===== config.mk =====
export PLATFORM = sky130hd
export DESIGN_NAME = morse_keyer
export DESIGN_NICKNAME = d
export VERILOG_FILES = /design/src/rtl/morse_keyer_pkg.sv /design/src/rtl/input_sync.sv /design/src/rtl/morse_keyer.sv
export SDC_FILE = /design/constraint.sdc
export NUM_CORES = 1
export LEC_CHECK = 0
export BUFFER_PORTS_ARGS = -buffer_cell sky130_fd_sc_hd__buf_2
export CORE_ASPECT_RATIO = 0.8
export CORE_UTILIZATION = 40
export CTS_BUF_LIST = sky130_fd_sc_hd__clkbuf_4 sky130_fd_sc_hd__clkbuf_8 sky130_fd_sc_hd__clkbuf_16
export CTS_CLUSTER_DIAMETER = 80
export CTS_CLUSTER_SIZE = 16
export DETAILED_ROUTE_END_ITERATION = 16
export HOLD_SLACK_MARGIN = 0.02
export SLEW_MARGIN = 20
export SYNTH_ARGS = -nofsm -noshare
export SYNTH_HDL_FRONTEND = slang
export SYNTH_SLANG_ARGS = --single-unit
export TNS_END_PERCENT = 5

===== constraint.sdc =====
create_clock -name clock -period 2.4 [get_ports clock]
set_input_delay 0.48 -clock clock [delete_from_list [all_inputs] [get_ports clock]]
set_output_delay 0.48 -clock clock [all_outputs]
set_load 0.03 [all_outputs]

===== src/rtl/morse_keyer_pkg.sv =====
// rtl/morse_keyer_pkg.sv - shared FSM states and symbol codes for the morse keyer
package morse_keyer_pkg;

  typedef enum logic [2:0] {
    ST_IDLE        = 3'd0,
    ST_PRESS_DEB   = 3'd1,
    ST_HELD        = 3'd2,
    ST_RELEASE_DEB = 3'd3,
    ST_GAP_WAIT    = 3'd4
  } state_e;

  localparam logic [1:0] MORSE_DOT   = 2'b01;
  localparam logic [1:0] MORSE_LINE  = 2'b11;
  localparam int         MAX_SYMBOLS = 5;

endpackage


===== src/rtl/input_sync.sv =====
// rtl/input_sync.sv - two-flop synchronizer for the raw key level
module input_sync (
  input  logic clk_i,
  input  logic rst_ni,
  input  logic d_i,
  output logic q_o
);

  logic meta_q;
  logic sync_q;

  // Shift the asynchronous level through two flops before anything decides on it
  always_ff @(posedge clk_i or negedge rst_ni) begin
    if (!rst_ni) begin
      meta_q <= 1'b0;
      sync_q <= 1'b0;
    end else begin
      meta_q <= d_i;
      sync_q <= meta_q;
    end
  end

  assign q_o = sync_q;

endmodule


===== src/rtl/morse_keyer.sv =====
// rtl/morse_keyer.sv - debounced single-key morse keyer classifying dots, lines, gaps and aborts
module morse_keyer
  import morse_keyer_pkg::*;
#(
  parameter int DEBOUNCE_CYCLES = 50000,
  parameter int DOT_MAX_CYCLES  = 12500000,
  parameter int ABORT_CYCLES    = 50000000,
  parameter int GAP_CYCLES      = 25000000
) (
  input  logic       clock,
  input  logic       resetn,
  input  logic       user_input,
  input  logic       clear,
  output logic       ld_dot,
  output logic       ld_line,
  output logic       ld_gap,
  output logic       ld_abort,
  output logic [2:0] sym_count,
  output logic       full
);

  localparam int CNT_MAX = (ABORT_CYCLES > GAP_CYCLES) ? ABORT_CYCLES : GAP_CYCLES;
  localparam int CW      = $clog2(CNT_MAX + 1);

  localparam logic [CW-1:0] DEB_LAST = CW'(DEBOUNCE_CYCLES - 1);
  localparam logic [CW-1:0] GAP_LAST = CW'(GAP_CYCLES - 1);
  localparam logic [CW-1:0] DOT_MAX  = CW'(DOT_MAX_CYCLES);
  localparam logic [CW-1:0] ABORT_AT = CW'(ABORT_CYCLES);
  localparam logic [2:0]    SYM_FULL = 3'(MAX_SYMBOLS);

  logic          key_s;
  state_e        state_q;
  logic [CW-1:0] deb_q;
  logic [CW-1:0] dur_q;
  logic [CW-1:0] gap_q;
  logic [2:0]    sym_q;
  logic          dot_q;
  logic          line_q;
  logic          gap_pulse_q;
  logic          abort_q;

  logic [CW-1:0] dur_d;
  logic [1:0]    sym_code_d;
  logic          reject_d;

  input_sync u_input_sync (
    .clk_i  (clock),
    .rst_ni (resetn),
    .d_i    (user_input),
    .q_o    (key_s)
  );

  // Saturating press length and the symbol the current press would become
  always_comb begin
    dur_d      = (dur_q >= ABORT_AT) ? dur_q : dur_q + 1'b1;
    sym_code_d = (dur_q < DOT_MAX) ? MORSE_DOT : MORSE_LINE;
    reject_d   = (dur_q >= ABORT_AT) || (sym_q == SYM_FULL);
  end

  // Key FSM: debounce press and release, time the press, classify, then time the gap
  always_ff @(posedge clock or negedge resetn) begin
    if (!resetn) begin
      state_q     <= ST_IDLE;
      deb_q       <= '0;
      dur_q       <= '0;
      gap_q       <= '0;
      sym_q       <= '0;
      dot_q       <= 1'b0;
      line_q      <= 1'b0;
      gap_pulse_q <= 1'b0;
      abort_q     <= 1'b0;
    end else begin
      dot_q       <= 1'b0;
      line_q      <= 1'b0;
      gap_pulse_q <= 1'b0;
      abort_q     <= 1'b0;
      if (clear) begin
        state_q <= ST_IDLE;
        deb_q   <= '0;
        dur_q   <= '0;
        gap_q   <= '0;
        sym_q   <= '0;
      end else begin
        case (state_q)
          ST_IDLE: begin
            if (key_s) begin
              state_q <= ST_PRESS_DEB;
              deb_q   <= '0;
            end
          end
          ST_PRESS_DEB: begin
            if (!key_s) begin
              state_q <= (sym_q != 3'd0) ? ST_GAP_WAIT : ST_IDLE;
              gap_q   <= '0;
            end else if (deb_q == DEB_LAST) begin
              state_q <= ST_HELD;
              dur_q   <= '0;
            end else begin
              deb_q <= deb_q + 1'b1;
            end
          end
          ST_HELD: begin
            dur_q <= dur_d;
            if (!key_s) begin
              state_q <= ST_RELEASE_DEB;
              deb_q   <= '0;
            end
          end
          ST_RELEASE_DEB: begin
            dur_q <= dur_d;
            if (key_s) begin
              // a short bounce low is folded into the same press
              state_q <= ST_HELD;
            end else if (deb_q == DEB_LAST) begin
              state_q <= ST_GAP_WAIT;
              gap_q   <= '0;
              if (reject_d) begin
                abort_q <= 1'b1;
              end else begin
                dot_q  <= (sym_code_d == MORSE_DOT);
                line_q <= (sym_code_d == MORSE_LINE);
                sym_q  <= sym_q + 3'd1;
              end
            end else begin
              deb_q <= deb_q + 1'b1;
            end
          end
          ST_GAP_WAIT: begin
            if (key_s) begin
              state_q <= ST_PRESS_DEB;
              deb_q   <= '0;
            end else if (gap_q == GAP_LAST) begin
              state_q     <= ST_IDLE;
              gap_pulse_q <= 1'b1;
              sym_q       <= '0;
            end else begin
              gap_q <= gap_q + 1'b1;
            end
          end
          default: state_q <= ST_IDLE;
        endcase
      end
    end
  end

  assign ld_dot    = dot_q;
  assign ld_line   = line_q;
  assign ld_gap    = gap_pulse_q;
  assign ld_abort  = abort_q;
  assign sym_count = sym_q;
  assign full      = (sym_q == SYM_FULL);

endmodule


==> results.yml <==
yosys:
  post_synth_num_cell_types: 71
  synthArstFlopShare: 1.00
  seq_area_frac_synth: 0.427
  synth_edf_count: 0
  synthesis.instances: 593
  avgSynthCellArea_um2: 8.89
  synth_warnings: 0
  syn_area_mm2: 0.00527
  synthFlopType: "dfrtp_1"
  ys_ff_latch: 90
  synth.net_count: 603
setup_path:
  path_buf_inv: 1
  worst_setup_path_end_kind: "flip-flop"
  max_stage_delay_ps: 460
  cp-start-kind: "flip-flop"
  crit_path_start: "deb_q[0]"
  cp_max_fo: 7
  criticalPathCategory: "reg -> reg"
  cp_data_required_time_ps: 2620
  worst_ep_arrival_time_ps: 2410
  cpLargestDelayFamily: "simple AND/OR/NAND/NOR gates"
  crit_chain: "ha_1 > and3_1 > nand2_1 > or3_1 > a211oi_2 > buf_4 > a31oi_1 > a41o_1"
  rr_startpoint: "deb_q[0]"
  crit_slowest_cell: "or3_1"
sta:
  post-route-min-period_ps: 2190
  rsz0062_at_grt: "no"
  finalHoldViolCount: 0
  finalSetupViolCount: 0
  fin_skew_ps: 10.3
  max_slew_margin: 0.444
  post-route-period-util: 0.912
  report.final.slew_viol_count: 0
  fin_tns_setup_ps: 0
  max_slew.worst_pin.slew_ps: 831
  max_freq_mhz: 457
clock_tree:
  cts_made_buffers: 9
  numClockSinks: 90
  cts_tree: "yes"
  clock-root-buffer: "clkbuf_16"
  clk_pin_slew_worst_paths_ps: 60
  hold_buffers: 0
  cts_buffer_depth: 2
  clk_latency_ps: 340
  htreeDepth: 3
placed_design:
  gp_congestion: 0.969
  dpl_cell_area_mm2: 0.00576
  io_buffers: 11
  hpwl_mm: 9.18
  dp_cells: 796
route:
  drt_wl_total_mm: 12.6
  post-route-drc-count: 0
  via_count: 4657
  drtIter0Drc: 291
  first_pass_iters: 5
  drtAntennaViolNets: 0
  routedWlPerCell_um: 15.6
  via_per_inst: 5.74
floorplanning:
  die_area_mm2: 0.0137
  die_y_um: 105
  die_x_um: 130
  coreArea_mm2: 0.0129
  io_pins: 12
  initial_core_util: 0.410
  std_cell_rows: 37
finish:
  fin_area_mm2: 0.00606
  nNetsFinal: 643
  final_common_cell: "dfrtp_1"
  diodes: 0
  utilization: 0.471
  n_fill_cell: 1240
  drive_above_1_share: 0.156
  fin_cells: 811
  area_growth_pct: 14.9
  layout_common_cells: "dfrtp_1, nor2_1, nand2_1"
global_routing:
  grt_pass1_vias: 4448
  antenna_found_initial: 0
  grt-ovfl-total: 0
  grt_max_degree: 42
  grt_use_total: 0.201
  grt_pass1_wl_mm: 21.8
power:
  design_power_total_mw: 3.15
  p_per_area_mw_per_mm2: 519
  ir_drop_mv: 0.353
  p_leak_nw: 2.51
hold_path:
  hold_path_class: "in -> async"
status:
  outcome: "complete, no violations"
flow_run:
  cap_violations: 0
sequential cells by signal, summed over array words and instances, names as in the netlist:
signal               cells
ld_line                  1
u_input_sync.meta_q      1
deb_q                   26
u_input_sync.q_o         1
gap_q                   26
dur_q                   26
ld_gap                   1
ld_dot                   1
state_q                  3
sym_count                3
ld_abort                 1
per-layer routing:
metal  vias to the layer above  GRT usage  part of all wire
li1                       2248          -                 -
met1                      2286      0.279              0.49
met2                       107      0.317              0.46
met3                        16     0.0369             0.035
met4                         0     0.0599             0.014
met5                         -          0                 0
per-stage QoR:
stage | hold slack, ps | setup slack, ps
floorplan | 184 | 336
global placement | 371 | 80.8
detailed placement | 370 | -41.1
CTS | 162 | 35.7
global route | 176 | 6.85
finish | 138 | 211
where the power goes:
group / switching (mW) / leakage [nW] / internal [mW]
logic: 0.209 / 1.13 / 0.0920
clock network: 0.566 / 0.131 / 0.727
registers: 0.0235 / 1.25 / 1.53
total: 0.799 / 2.51 / 2.35
cell usage after synthesis, types with 3 or more instances:
cell type	count	area [µm²]
nor2_1	73	274
and2_1	3	18.8
o21ai_0	41	205
xor2_1	12	105
o21a_1	6	45.0
nand2_1	50	188
nand3_1	35	175
nand2b_1	4	25.0
nor4_1	7	43.8
a41oi_1	4	35.0
nand4b_1	3	26.3
a31oi_1	14	87.6
a211oi_1	8	60.1
or2_1	3	18.8
and4_1	8	70.1
buf_2	9	45.0
ha_1	6	75.1
a211oi_2	4	50.1
a21o_1	4	30.0
xnor2_1	24	210
clkbuf_1	16	60.1
a41o_1	3	30.0
inv_1	19	71.3
o31ai_1	9	67.6
dfrtp_1	90	2250
nand4_1	17	106
o21bai_1	3	22.5
or3_1	4	25.0
nor3_1	12	60.1
a21oi_1	26	130
o211ai_1	3	22.5
o21ai_1	3	15.0
and3_1	19	119
worst paths after layout:
kind | endpoint | slack, ps | cells after the start
worst max-delay path | deb_q[22] | 210 | 8
worst min-delay path | ld_gap | 140 | 1
worst max register to register | deb_q[22] | 210 | 8
worst min register to register | u_input_sync.q_o | 390 | 0
max in group asynchronous | dur_q[25] | 1510 | 2
min in group clock | u_input_sync.meta_q | 240 | 1
cells by family after synthesis:
group | Yosys count | synth area share
AND/OR/NAND/NOR | 259 | 0.259
AO/OA/AOI/OAI | 152 | 0.197
adder cells (fa/ha/maj) | 6 | 0.0142
multiplexers | 3 | 0.00593
flip-flops | 90 | 0.427
buffers and inverters | 47 | 0.0370
XOR/XNOR | 36 | 0.0598
what timing repair did:
action	4_1_cts	5_1_grt
setup endpoints to repair	1	20
setup buffers	0	1
pin swaps	0	1
gates resized for setup	1	4
layout make-up:
class | instances | area [µm²] | share of cell area
Inverter | 20 | 75.1 | 0.0124
Clock buffer | 11 | 246 | 0.0407
Multi-Input combinational cell | 456 | 2850 | 0.471
Timing Repair Buffer | 56 | 395 | 0.0653
Sequential cell | 90 | 2250 | 0.372
Clock inverter | 3 | 17.5 | 0.00289
Tap cell | 175 | 219 | 0.0361
worst reg2reg max path: cells and delay by family, from the launching register on:
family / cells / cell delay [ps]
simple gates: 3 / 810
compound gates: 3 / 520
flops: 1 / 400
fa+ha+maj: 1 / 180
buf+inv: 1 / 180
(Power assumes the default switching activity.)
